--- config.mk ---
export PLATFORM = sky130hd
export DESIGN_NAME = display_video_generate_dmd
export DESIGN_NICKNAME = d
export VERILOG_FILES = /design/src/rtl/display_video_generate_dmd.sv
export SDC_FILE = /design/constraint.sdc
export NUM_CORES = 1
export LEC_CHECK = 0
export CORE_ASPECT_RATIO = 1.4
export CORE_MARGIN = 10
export CORE_UTILIZATION = 45
export DETAILED_ROUTE_END_ITERATION = 6
export PLACE_DENSITY = 0.7
export SYNTH_ARGS = -nofsm -noshare
export SYNTH_HDL_FRONTEND = slang
export SYNTH_SLANG_ARGS = --single-unit
export TNS_END_PERCENT = 10
--- constraint.sdc ---
create_clock -name clk_i -period 4.45 [get_ports clk_i]
set_input_delay 0.89 -clock clk_i [delete_from_list [all_inputs] [get_ports clk_i]]
set_output_delay 0.89 -clock clk_i [all_outputs]
set_load 0.02 [all_outputs]
--- src/rtl/display_video_generate_dmd.sv ---
// Triggered single-frame video timing generator for the DMD display path.
// Optional slope/flip offset enabled by DMD_SLOPE_CORRECT_EN.
module display_video_generate_dmd #(
    parameter int H_ACTIVE   = 1920,
    parameter int H_SYNC     = 44,
    parameter int H_BP       = 148,
    parameter int H_FP       = 88,
    parameter int V_ACTIVE   = 1080,
    parameter int V_SYNC     = 5,
    parameter int V_BP       = 36,
    parameter int V_FP       = 4,
    parameter int SLOPE_STEP = 72
) (
    input  logic        clk_i,
    input  logic        rst_i,
    input  logic        frame_start_trig,
    input  logic        frame_all_zeros,
    input  logic        dmd_correct_15_pixles_slope,
    input  logic        dmd_flip_left_and_right,
    output logic        hsync_o_with_camera_format,
    output logic        vsync_o_with_camera_format,
    output logic        de_o,
    output logic        hsync_o_with_hdmi_format,
    output logic        vsync_o_with_hdmi_format,
    output logic        de_o_with_hdmi_format,
    output logic        de_o_first_offset_line,
    output logic [23:0] display_vedio_left_offset,
    output logic        frame_busy,
    output logic        de_with_all_zeros,
    output logic [10:0] frame_count
);

    localparam logic [11:0] H_LAST = 12'(H_SYNC + H_BP + H_ACTIVE + H_FP - 1);
    localparam logic [11:0] HS_END = 12'(H_SYNC);
    localparam logic [11:0] HA_BEG = 12'(H_SYNC + H_BP);
    localparam logic [11:0] HA_END = 12'(H_SYNC + H_BP + H_ACTIVE);
    localparam logic [10:0] V_LAST = 11'(V_SYNC + V_BP + V_ACTIVE + V_FP - 1);
    localparam logic [10:0] VS_END = 11'(V_SYNC);
    localparam logic [10:0] VA_BEG = 11'(V_SYNC + V_BP);
    localparam logic [10:0] VA_END = 11'(V_SYNC + V_BP + V_ACTIVE);

    typedef enum logic {
        IDLE,
        BUSY
    } state_t;

    state_t      state_q, state_n;
    logic [11:0] h_q, h_n;
    logic [10:0] v_q, v_n;
    logic        zeros_q, zeros_n;
    logic [10:0] cnt_q, cnt_n;

    logic        busy_n;
    logic        hact_n;
    logic        vact_n;
    logic        vact_q;
    logic        de_n;
    logic [3:0]  off_n;

    assign vact_q = (v_q >= VA_BEG) && (v_q < VA_END);

    always_comb begin
        state_n = state_q;
        h_n     = h_q;
        v_n     = v_q;
        zeros_n = zeros_q;
        cnt_n   = cnt_q;
        unique case (state_q)
            IDLE: begin
                if (frame_start_trig) begin
                    state_n = BUSY;
                    h_n     = '0;
                    v_n     = '0;
                    zeros_n = frame_all_zeros;
                end
            end
            BUSY: begin
                if (h_q == H_LAST) begin
                    h_n = '0;
                    if (v_q == V_LAST) begin
                        state_n = IDLE;
                        v_n     = '0;
                        cnt_n   = cnt_q + 11'd1;
                    end else begin
                        v_n = v_q + 11'd1;
                    end
                end else begin
                    h_n = h_q + 12'd1;
                end
            end
            default: state_n = IDLE;
        endcase
    end

    assign busy_n = (state_n == BUSY);
    assign hact_n = (h_n >= HA_BEG) && (h_n < HA_END);
    assign vact_n = (v_n >= VA_BEG) && (v_n < VA_END);
    assign de_n   = busy_n && hact_n && vact_n;

`ifdef DMD_SLOPE_CORRECT_EN
    localparam logic [10:0] STEP_LAST = 11'(SLOPE_STEP - 1);

    logic        slope_q, slope_n;
    logic        flip_q, flip_n;
    logic [10:0] step_q, step_n;
    logic [3:0]  base_q, base_n;

    // base tracks min(y / SLOPE_STEP, 15) by counting finished active lines
    always_comb begin
        slope_n = slope_q;
        flip_n  = flip_q;
        step_n  = step_q;
        base_n  = base_q;
        if (state_q == IDLE) begin
            if (frame_start_trig) begin
                slope_n = dmd_correct_15_pixles_slope;
                flip_n  = dmd_flip_left_and_right;
                step_n  = '0;
                base_n  = '0;
            end
        end else if ((h_q == H_LAST) && vact_q) begin
            if (step_q == STEP_LAST) begin
                step_n = '0;
                if (base_q != 4'd15) begin
                    base_n = base_q + 4'd1;
                end
            end else begin
                step_n = step_q + 11'd1;
            end
        end
    end

    always_comb begin
        off_n = 4'd0;
        if (busy_n && vact_n && slope_n) begin
            off_n = flip_n ? (4'd15 - base_n) : base_n;
        end
    end

    always_ff @(posedge clk_i) begin
        if (rst_i) begin
            slope_q <= 1'b0;
            flip_q  <= 1'b0;
            step_q  <= '0;
            base_q  <= '0;
        end else begin
            slope_q <= slope_n;
            flip_q  <= flip_n;
            step_q  <= step_n;
            base_q  <= base_n;
        end
    end
`else
    logic unused_cfg;
    assign unused_cfg = dmd_correct_15_pixles_slope ^ dmd_flip_left_and_right ^ vact_q;
    assign off_n      = 4'd0;
`endif

    // outputs are built from next-state values so they align with the counters
    always_ff @(posedge clk_i) begin
        if (rst_i) begin
            state_q                    <= IDLE;
            h_q                        <= '0;
            v_q                        <= '0;
            zeros_q                    <= 1'b0;
            cnt_q                      <= '0;
            hsync_o_with_camera_format <= 1'b0;
            vsync_o_with_camera_format <= 1'b1;
            de_o                       <= 1'b0;
            hsync_o_with_hdmi_format   <= 1'b0;
            vsync_o_with_hdmi_format   <= 1'b0;
            de_o_with_hdmi_format      <= 1'b0;
            de_o_first_offset_line     <= 1'b0;
            display_vedio_left_offset  <= '0;
            frame_busy                 <= 1'b0;
            de_with_all_zeros          <= 1'b0;
        end else begin
            state_q                    <= state_n;
            h_q                        <= h_n;
            v_q                        <= v_n;
            zeros_q                    <= zeros_n;
            cnt_q                      <= cnt_n;
            hsync_o_with_camera_format <= de_n;
            vsync_o_with_camera_format <= !busy_n;
            de_o                       <= de_n;
            hsync_o_with_hdmi_format   <= busy_n && (h_n < HS_END);
            vsync_o_with_hdmi_format   <= busy_n && (v_n < VS_END);
            de_o_with_hdmi_format      <= de_n;
            de_o_first_offset_line     <= de_n && (v_n == VA_BEG);
            display_vedio_left_offset  <= {20'd0, off_n};
            frame_busy                 <= busy_n;
            de_with_all_zeros          <= de_n && zeros_n;
        end
    end

    assign frame_count = cnt_q;

endmodule

**Word level (Yosys, flattened, before mapping)**

Cells that the tools add are included.
Widths: inputs -> output; s select.

- Register bits after elaboration: 42
- Bits of input ports: 6
- Output and inout bits: 44

- Add/sub/neg operators: 3
- Magnitude comparators: 6
- Eq/ne operators: 3
- Muxes and demuxes: 13
- Bitwise logic cells: 1
- Reductions and logical operators: 10

Operators by type and width:

| kind | count |
|---|---|
| $mux 11 | 3 |
| $mux 12 | 2 |
| $pmux 12 s2 | 1 |
| $add 11x1->11 const B | 2 |
| $pmux 11 s2 | 1 |
| $add 12x1->12 const B | 1 |
| $eq 12x12->1 const B | 1 |
| $ge 12x8->1 const B | 1 |
| $lt 12x12->1 const B | 1 |
| $lt 12x6->1 const B | 1 |
| $eq 11x11->1 const B | 1 |
| $eq 11x6->1 const B | 1 |
| $ge 11x6->1 const B | 1 |
| $lt 11x11->1 const B | 1 |
| $lt 11x3->1 const B | 1 |
| $logic_and 1x1->1 | 8 |
| $mux 1 | 5 |
| $reduce_and 3->1 | 1 |
| $pmux 1 s2 | 1 |
| $logic_not 1->1 | 1 |
| $not 1->1 | 1 |

**Logic depth before layout (Yosys ltp)**

Gate-level depths: netlist of run 1.

- Depth in word-level cells: 8
- Mapped depth: 9
- Depth with buffers taken out: 9

**Worst setup path after synthesis of run 1**

Ideal clock, no wire load.

- Kind: reg-to-reg
- Start point: register h_q[1]
- End point: register de_with_all_zeros
- Setup time: 88 ps
- Arrival time: 2479 ps
- Setup slack: 1883 ps
- Cell stages (with the launch flop): 10
- Period minus slack after synthesis: 2567 ps
- Path through: dfxtp_1 -> ha_1 -> clkbuf_1 -> nand4b_1 -> nor4_4 -> mux2i_1 -> o211ai_1 -> o311ai_1 -> o2111ai_1 -> nor4_2

- Word-level cells in the longest chain between the ends: 8
- Elaborated cells on any way between the ends: 18
- Classes of those cells: 1 x add/sub; 4 x order compare; 1 x eq/ne; 7 x mux; 5 x reduce/logical

RTL lines:

| item | RTL line | text |
|---|---|---|
| start, declared | 48 | `logic [11:0] h_q, h_n;` |
| start signal, assigned | 179 | `h_q <= h_n;` |
| $add 12x1->12 / $eq 12x12->1 (equally long branches) | 88, 78 |  |
| $mux 12 | 78 | `if (h_q == H_LAST) begin` |
| $pmux 12 s2 | 68 | `unique case (state_q)` |
| $ge 12x8->1 / $lt 12x12->1 (equally long branches) | 96 | `assign hact_n = (h_n >= HA_BEG) && (h_n < HA_END);` |
| $logic_and 1x1->1 | 96 |  |
| $logic_and 1x1->1 | 98 | `assign de_n = busy_n && hact_n && vact_n;` |
| $logic_and 1x1->1 * | 98 |  |
| $logic_and 1x1->1 * | 192 | `de_with_all_zeros <= de_n && zeros_n;` |
| end signal, assigned | 192 |  |
| end, declared | 29 | `output logic de_with_all_zeros,` |

Mark *: on every way between the ends. The rest lies on a longest branch, timed or not.
A chain may end at the register's enable or synchronous reset.

**Final worst setup path of run 1**

- Start point: register h_q[0]
- End point: register de_o_first_offset_line

- Word-level cells in the longest chain between the ends: 8
- Elaborated cells on any way between the ends: 19
- Classes of those cells: 1 x add/sub; 4 x order compare; 2 x eq/ne; 7 x mux; 5 x reduce/logical

RTL lines:

| item | RTL line | text |
|---|---|---|
| $add 12x1->12 / $eq 12x12->1 (equally long branches) | 88, 78 |  |
| $mux 12 | 78 |  |
| $pmux 12 s2 | 68 |  |
| $ge 12x8->1 / $lt 12x12->1 (equally long branches) | 96 |  |
| $logic_and 1x1->1 | 96 |  |
| $logic_and 1x1->1 (2 in series) | 98 |  |
| $logic_and 1x1->1 * | 189 | `de_o_first_offset_line <= de_n && (v_n == VA_BEG);` |
| end signal, assigned | 189 |  |
| end, declared | 26 | `output logic de_o_first_offset_line,` |

Marked as above.

==> metrics.cfg, run 1 <==
[run_status]
outcome=complete, no violations

[yosys]
synth_cells=321
ys.flop_type=dfxtp_1
syn_area_um2=2580
synth_warnings=0
postSynthAreaPerCell_um2=8.05
synth.yosys.seq_area_share=0.326
async_flop_share=0
ys_types=63
ys_seq_elements=42
synth_edf_count=0

[power]
p_clk_frac=0.376
p_sw_w=0.000190
peakVddDrop_v=0.000175
leakagePower_nw=1.03
powerDensity_nw_per_um2=251
p_seq_frac=0.537
comb_power_share=0.088
intPower_w=0.000523
swShare=0.267

[grt]
antenna_found_initial=0
grt_pass1_vias=2262
grt_usage=0.134
grt.overflow.total=0
grt_max_degree=25
grt_pass1_wl_mm=10.4

[worst_setup_path]
r2r-start=h_q[0]$_SDFF_PP0_
end_kind=flop
crit_path_max_incr_delay_ps=570
cp-start-kind=flop
startpoint=h_q[0]$_SDFF_PP0_
crit_chain=ha_1 -> nand4b_1 -> nor4_4 -> mux2i_1 -> o211ai_1 -> o311ai_1 -> o2111ai_1 -> nor4_1
cp_max_fo=9
worstSetupPathType=reg2reg
endpoint=de_o_first_offset_line$_SDFF_PP0_
slowest_stage=nor4_4
cp.arrival_ps=3330
required_ps=4650
ff2ff_setup_slack_ps=1310
reg2reg_depth=8
timing.rr.end=de_o_first_offset_line$_SDFF_PP0_

[clocking]
clk_pin_slew_ps=90
cts.sinks=42
cts_hold_buf=0
cts-buffers-inserted=5
htreeDepth=2
cts_setup_buffers=0
cts_tree=done
postCtsResizedCells=0
cts-root-buf=clkbuf_8
cts.path.max_buffers=2
insertion_delay_ps=300

[sta]
maxSlewHeadroom=0.527
fin_hold_ws_ps=506
fin_skew_ps=7.42
fmax_ghz=0.319
fin_crit_sh=0.705
rsz0062_at_grt=false
worstMarginPinSlew_ps=706
setup_viol=0
slew_violations=0
fin_setup_tns_ps=0
hold_viol_final=0
fin_crit_ps=3140

[floorplanning]
num_rows=32
initial_core_util=0.467
fp.dieH_um=110
die_area_um2=9210
io_pins=50
die_w_um=84.0
coreArea_um2=5530

[drt]
postRouteWirelength_mm=6.30
drc_errors=0
vias=2355
via_per_inst=5.83
wl_per_cell_um=15.6
ant_nets=0
drt_iter0_drc=126
dr.pass1.iters=5

[run]
cap_viol_max_count=0

[place]
numPortBuffers=23
dpl_cell_area_um2=2740
place.gp.congestion=0.852
dp_cells=396
dp_hpwl_mm=4.69

[final_layout]
final_cell_mix=dfxtp_1 (42), nor2_1 (36), nand2_1 (28)
fin_util=0.514
syn_to_final_growth_pct=9.93
drive_gt1_frac=0.0655
layoutNonFillerInstCount=404
fill_cells=560
layout_commonest_cell=dfxtp_1
final_area_um2=2840
antenna_cells=0
nets=345

[worst_hold_path]
hold_path.class=reg2reg

-- worst min-delay path by stage --
stage,from,to,slack (ps),depth (start not counted)
6_report,frame_count[7]$_SDFFE_PP0P_,frame_count[7]$_SDFFE_PP0P_,510,2
5_1_grt,frame_count[7]$_SDFFE_PP0P_,frame_count[7]$_SDFFE_PP0P_,540,2
4_1_cts,frame_count[9]$_SDFFE_PP0P_,frame_count[9]$_SDFFE_PP0P_,510,2
3_5_place_dp,frame_count[9]$_SDFFE_PP0P_,frame_count[9]$_SDFFE_PP0P_,500,2
3_3_place_gp,frame_count[7]$_SDFFE_PP0P_,frame_count[7]$_SDFFE_PP0P_,490,2
2_1_floorplan,zeros_q$_SDFF_PP0_,zeros_q$_SDFF_PP0_,480,2
-- logic make-up after synthesis --
| group | synth area share |
|---|---|
| other cells | 0.00145 |
| buf+inv | 0.110 |
| simple gates | 0.311 |
| fa+ha+maj | 0.0194 |
| xor+xnor | 0.0305 |
| compound gates | 0.187 |
| flops | 0.326 |
| mux | 0.0155 |
-- cells in the mapped netlist, types with 3 or more instances --
master    count  area [µm²]
nand3_1      15        75.1
mux2i_1       4        40.0
dfxtp_1      42         841
a22oi_1       6        45.0
ha_1          4        50.1
a211oi_1      3        22.5
inv_1         6        22.5
nor4_1        6        37.5
or3_1         4        25.0
nand4_1       9        56.3
nand2b_1      3        18.8
nand2_1      28         105
nor2_1       36         135
and2_1        5        31.3
buf_4        26         195
xor2_1        7        61.3
and3_1        5        31.3
o211ai_1      3        22.5
nor2b_1       6        37.5
a21oi_1      14        70.1
o21ai_0      10        50.1
nor3_1       11        55.1
clkbuf_1     14        52.6
-- power groups by stage --
stage	clock (W)	combinational, W	sequential [W]
2_1_floorplan	0	0.0000581	0.000394
3_3_place_gp	0	0.0000616	0.000391
3_5_place_dp	0	0.0000614	0.000391
4_1_cts	0.000277	0.0000616	0.000382
5_1_grt	0.000293	0.0000683	0.000383
6_report	0.000268	0.0000625	0.000382
-- registers in the layout, indices dropped and copies added, names as in the netlist --
register	cells
h_q	12
frame_count	11
v_q	11
de_o_first_offset_line	1
de_o_with_hdmi_format	1
de_with_all_zeros	1
hsync_o_with_hdmi_format	1
state_q	1
vsync_o_with_camera_format	1
vsync_o_with_hdmi_format	1
zeros_q	1
-- per-stage QoR --
step	power (W)	setup slack [ps]
finish	0.000713	1310
global route	0.000744	1030
CTS	0.000721	1310
detailed placement	0.000453	1260
global placement	0.000453	1290
floorplan	0.000452	1880
-- metal layers --
metal	track usage	vias up	routed length (µm)
li1	-	1147	-
met1	0.129	1090	2420
met2	0.240	102	3160
met3	0.0518	16	550
met4	0.0743	0	173
met5	0	-	0
-- worst max-delay path: cells and delay by family, from the launching register on --
kind,cells,cell delay (ps)
AOI/OAI and AO/OA,3,670
adders and majority gates,1,400
muxes,1,340
and+or+nand+nor,3,1140
DFF,1,480
-- cell type report --
type,instances,area (µm²),area share
Tap cell,68,85.1,0.0300
Clock buffer,7,86.3,0.0304
Sequential cell,42,841,0.296
Clock inverter,1,8.76,0.00309
Multi-Input combinational cell,254,1540,0.543
Inverter,6,22.5,0.00793
Timing Repair Buffer,26,253,0.0890
Power figures use the tool's default switching activity.
==> inputs of run 2 (changes only) <==
==> constraint.sdc (replaced) <==
create_clock -name clk_i -period 3.15 [get_ports clk_i]
set_input_delay 0.63 -clock clk_i [delete_from_list [all_inputs] [get_ports clk_i]]
set_output_delay 0.63 -clock clk_i [all_outputs]
set_load 0.02 [all_outputs]
==> run 2 against run 1 <==
Fmax up 12%; sequential power up 42%; clock power up 38%; critical endpoint unchanged.
==> metrics.cfg, run 2 (synthesis results as in run 1) <==
[run_status]
outcome=complete, no violations

[drt]
ant_nets=0
vias=2333
postRouteWirelength_mm=6.23
drc_errors=0
drt_iter0_drc=104
wl_per_cell_um=15.2
dr.pass1.iters=4
via_per_inst=5.70

[sta]
maxSlewHeadroom=0.351
hold_viol_final=0
fin_skew_ps=5.56
rsz0062_at_grt=false
fmax_ghz=0.358
setup_viol=0
slew_violations=0
fin_crit_ps=2790
fin_setup_tns_ps=0
fin_crit_sh=0.887
fin_hold_ws_ps=506
worstMarginPinSlew_ps=970
setup_ws_ps=357

[grt]
grt_pass1_wl_mm=10.7
grt_usage=0.137
grt.overflow.total=0
antenna_found_initial=0
grt_pass1_vias=2321
grt_max_degree=38

[floorplanning]
initial_core_util=0.467
die_area_um2=9210
die_w_um=84.0
coreArea_um2=5530
fp.dieH_um=110
num_rows=32
io_pins=50

[final_layout]
fill_cells=564
nets=350
antenna_cells=0
regMostFlops=h_q
largest_register_ffs=12
fin_util=0.521
drive_gt1_frac=0.0792
layout_commonest_cell=dfxtp_1
final_cell_mix=dfxtp_1 (42), nor2_1 (36), nand2_1 (28)
syn_to_final_growth_pct=11.4

[worst_setup_path]
crit_path_max_incr_delay_ps=490
cp_top_family=simple AND/OR/NAND/NOR gates
ff2ff_setup_slack_ps=360
worstSetupPathType=reg2reg
cp_max_fo=9
r2r-start=h_q[0]$_SDFF_PP0_
critPathBufInv=0
reg2reg_depth=8
cp.arrival_ps=3000
endpoint=de_o_first_offset_line$_SDFF_PP0_
startpoint=h_q[0]$_SDFF_PP0_
end_kind=flop
crit_chain=ha_1 -> and4b_1 -> nand4_2 -> nor4_2 -> mux2i_1 -> o311ai_1 -> o2111ai_1 -> nor4_1
crit_cells=8
slowest_stage=dfxtp_1
cp-start-kind=flop
timing.rr.end=de_o_first_offset_line$_SDFF_PP0_
required_ps=3350

[clocking]
cts-root-buf=clkbuf_8
cts.sinks=42
htreeDepth=2
clk_pin_slew_ps=80
cts-buffers-inserted=5
cts.path.max_buffers=2
cts_hold_buf=0
postCtsResizedCells=0
cts_tree=done
insertion_delay_ps=300
cts_setup_buffers=0

[run]
cap_viol_max_count=0

[place]
place.gp.congestion=0.854
dp_worst_setup_slack_ps=105
dp_hpwl_mm=4.76
numPortBuffers=23

[power]
powerDensity_nw_per_um2=347
peakVddDrop_v=0.000242
leakagePower_nw=1.05

[worst_hold_path]
hold_path.class=reg2reg
hold_depth=2

-- run 2: changes by cell type in the layout (fill, tap and decap cells not counted) --
cell / previous run / this run
buf_4: 3 / 8
-- run 2: final cells by class --
| type | instances | area (µm²) | area share |
|---|---|---|---|
| Timing Repair Buffer | 31 | 290 | 0.101 |
| Inverter | 6 | 22.5 | 0.00783 |
| Clock buffer | 7 | 86.3 | 0.0300 |
| Multi-Input combinational cell | 254 | 1540 | 0.536 |
| Clock inverter | 1 | 8.76 | 0.00304 |
| Tap cell | 68 | 85.1 | 0.0296 |
| Sequential cell | 42 | 841 | 0.292 |
-- run 2: report_power, final --
part / total (W) / internal, W / switching (W)
Clock: 0.000369 / 0.000181 / 0.000188
Sequential: 0.000542 / 0.000536 / 0.00000635
Combinational: 0.0000866 / 0.0000209 / 0.0000657
-- run 2: per-layer routing --
metal / routed length, µm / vias up / GRT usage
met1: 2500 / 1099 / 0.139
met5: 0 / - / 0
met4: 116 / 0 / 0.0576
met2: 3120 / 59 / 0.245
li1: - / 1162 / -
met3: 496 / 13 / 0.0533
-- run 2: stage by stage --
step | instance area, µm² | power (W) | instances
after floorplan | 2670 | 0.000638 | 344
after global placement | 2780 | 0.000640 | 401
after detailed placement | 2780 | 0.000640 | 401
after CTS | 2880 | 0.00101 | 409
after global routing | 2880 | 0.00104 | 409
final | 2880 | 0.000998 | 409
-- run 2: worst min-delay path by stage --
| stage | startpoint | endpoint |
|---|---|---|
| 3_5_place_dp | frame_count[9]$_SDFFE_PP0P_ | frame_count[9]$_SDFFE_PP0P_ |
| 4_1_cts | frame_count[9]$_SDFFE_PP0P_ | frame_count[9]$_SDFFE_PP0P_ |
| 5_1_grt | frame_count[7]$_SDFFE_PP0P_ | frame_count[7]$_SDFFE_PP0P_ |
| 2_1_floorplan | zeros_q$_SDFF_PP0_ | zeros_q$_SDFF_PP0_ |
| 3_3_place_gp | frame_count[7]$_SDFFE_PP0P_ | frame_count[7]$_SDFFE_PP0P_ |
| 6_report | frame_count[9]$_SDFFE_PP0P_ | frame_count[9]$_SDFFE_PP0P_ |
-- run 2: worst register-to-register path, stage by stage (launching register included) --
cell       delay [ps]
dfxtp_1           490
ha_1              320
and4b_1           290
nand4_2           190
nor4_2            350
mux2i_1           170
o311ai_1          350
o2111ai_1         270
nor4_1            270
==> inputs of run 3 (changes only) <==
--- a/config.mk
+++ b/config.mk
@@ -9,6 +9,7 @@
 export CORE_MARGIN = 10
 export CORE_UTILIZATION = 45
 export DETAILED_ROUTE_END_ITERATION = 6
+export GPL_TIMING_DRIVEN = 1
 export PLACE_DENSITY = 0.7
 export SYNTH_ARGS = -nofsm -noshare
 export SYNTH_HDL_FRONTEND = slang
==> constraint.sdc (replaced) <==
create_clock -name clk_i -period 2.9 [get_ports clk_i]
set_input_delay 0.58 -clock clk_i [delete_from_list [all_inputs] [get_ports clk_i]]
set_output_delay 0.58 -clock clk_i [all_outputs]
set_load 0.02 [all_outputs]
==> run 3 against run 2 <==
Critical endpoint is now de_with_all_zeros$_SDFF_PP0_; cell count is 1.5% higher; highest routed layer unchanged; sequential cell count unchanged; register-to-register slack got worse by 170 ps; die area did not move.
==> metrics.cfg, run 3 (synthesis results as in run 1) <==
[clocking]
cts_tree=done
cts.path.max_buffers=2
cts_setup_buffers=0
cts-buffers-inserted=5
clk_pin_slew_ps=80
insertion_delay_ps=290
cts-root-buf=clkbuf_8
cts.sinks=42
htreeDepth=2

[sta]
maxSlewHeadroom=0.315
hold_viol_final=0
fin_skew_ps=9.55
fmax_ghz=0.368
slew_violations=0
worstMarginPinSlew_ps=1020
fin_hold_ws_ps=508
rsz0062_at_grt=false
setup_viol=0
fin_crit_ps=2720
fin_crit_sh=0.936

[run]
cap_viol_max_count=0

[drt]
ant_nets=0
wl_met1_mm=2.43
highest_layer=met4
wl_per_cell_um=15.4
via_per_inst=5.70
met3_length_um=547
drt_iter0_drc=168
drc_errors=0
vias=2366
dr.pass1.iters=5
wl_met2_mm=3.28
postRouteWirelength_mm=6.40

[worst_setup_path]
slowest_stage=or4b_4
cp-start-kind=flop
cp_max_fo=9
worstSetupPathType=reg2reg
cp.arrival_ps=2930
required_ps=3110
critPathBufInv=0
ff2ff_setup_slack_ps=180
crit_path_max_incr_delay_ps=610
end_kind=flop
crit_chain=or4b_4 -> nor4_4 -> mux2i_1 -> o211ai_1 -> o311ai_1 -> o2111ai_2 -> nor4_2
cp_top_family=simple AND/OR/NAND/NOR gates

[final_layout]
largest_register_ffs=12
drive_gt1_frac=0.110
nets=356
layoutNonFillerInstCount=415
regMostFlops=h_q
syn_to_final_growth_pct=14.0
final_cell_mix=dfxtp_1 (42), nor2_1 (36), nand2_1 (28)
antenna_cells=0
fin_util=0.533
final_area_um2=2940
layout_commonest_cell=dfxtp_1

[power]
p_clk_frac=0.350
comb_power_share=0.098
peakVddDrop_v=0.000285
p_sw_w=0.000283
leakagePower_nw=1.08
swShare=0.266
intPower_w=0.000780
powerDensity_nw_per_um2=361
p_seq_frac=0.552

[grt]
grt_max_degree=38
grt.overflow.total=0
grt_pass1_wl_mm=10.4
antenna_found_initial=0
grt_usage=0.136
grt_pass1_vias=2198

[place]
numPortBuffers=23
place.gp.congestion=0.838
dp_cells=407
dp_hpwl_mm=4.86
dpl_cell_area_um2=2830

[floorplanning]
die_area_um2=9210
die_w_um=84.0
coreArea_um2=5530
num_rows=32
initial_core_util=0.467
io_pins=50
fp.dieH_um=110

[worst_hold_path]
hold_path.class=reg2reg

[run_status]
outcome=complete, no violations

==> run 3: metrics by stage <==
stage                     setup slack (ps)  power [W]  TNS, ps
after floorplan                        333   0.000693        0
after global placement                4.30   0.000700        0
after detailed placement             -16.4   0.000702    -16.4
after CTS                              187    0.00107        0
after global routing                0.0751    0.00111        0
final                                  184    0.00106        0
==> run 3: final cells by class <==
| class | instances | area [µm²] |
|---|---|---|
| Clock buffer | 6 | 72.6 |
| Multi-Input combinational cell | 254 | 1570 |
| Tap cell | 68 | 85.1 |
| Sequential cell | 42 | 841 |
| Clock inverter | 2 | 13.8 |
| Inverter | 6 | 22.5 |
| Timing Repair Buffer | 37 | 335 |
| Fill cell | 549 | 2580 |
==> run 3: worst register-to-register path: cells and delay by family (launching register included) <==
| kind | cells | cell delay, ps |
|---|---|---|
| AO/OA/AOI/OAI | 3 | 710 |
| flip-flops | 1 | 410 |
| AND/OR/NAND/NOR | 3 | 1220 |
| multiplexers | 1 | 300 |
==> run 3: final timing paths <==
| check | endpoint | depth (start not counted) | startpoint |
|---|---|---|---|
| max | de_with_all_zeros$_SDFF_PP0_ | 7 | h_q[8]$_SDFF_PP0_ |
| min | frame_count[7]$_SDFFE_PP0P_ | 2 | frame_count[7]$_SDFFE_PP0P_ |
| max reg2reg | de_with_all_zeros$_SDFF_PP0_ | 7 | h_q[8]$_SDFF_PP0_ |
| min reg2reg | frame_count[7]$_SDFFE_PP0P_ | 2 | frame_count[7]$_SDFFE_PP0P_ |
==> run 3: per-layer routing <==
layer,up-vias,track usage
met2,89,0.248
met4,0,0.0468
li1,1170,-
met1,1092,0.137
met5,-,0
met3,15,0.0548
==> run 3: power groups by stage <==
stage	Sequential [W]	Combinational, W	Clock [W]
2_1_floorplan	0.000604	0.0000891	0
3_3_place_gp	0.000600	0.000100	0
3_5_place_dp	0.000601	0.000101	0
4_1_cts	0.000587	0.000101	0.000382
5_1_grt	0.000588	0.000112	0.000409
6_report	0.000587	0.000104	0.000372
==> run 3: timing repair <==
item                                    4_1_cts  5_1_grt
endpoints found under the setup margin        0        3
hold endpoints to repair                      0        0
hold buffers                                  0        0
resized for setup                             0        5
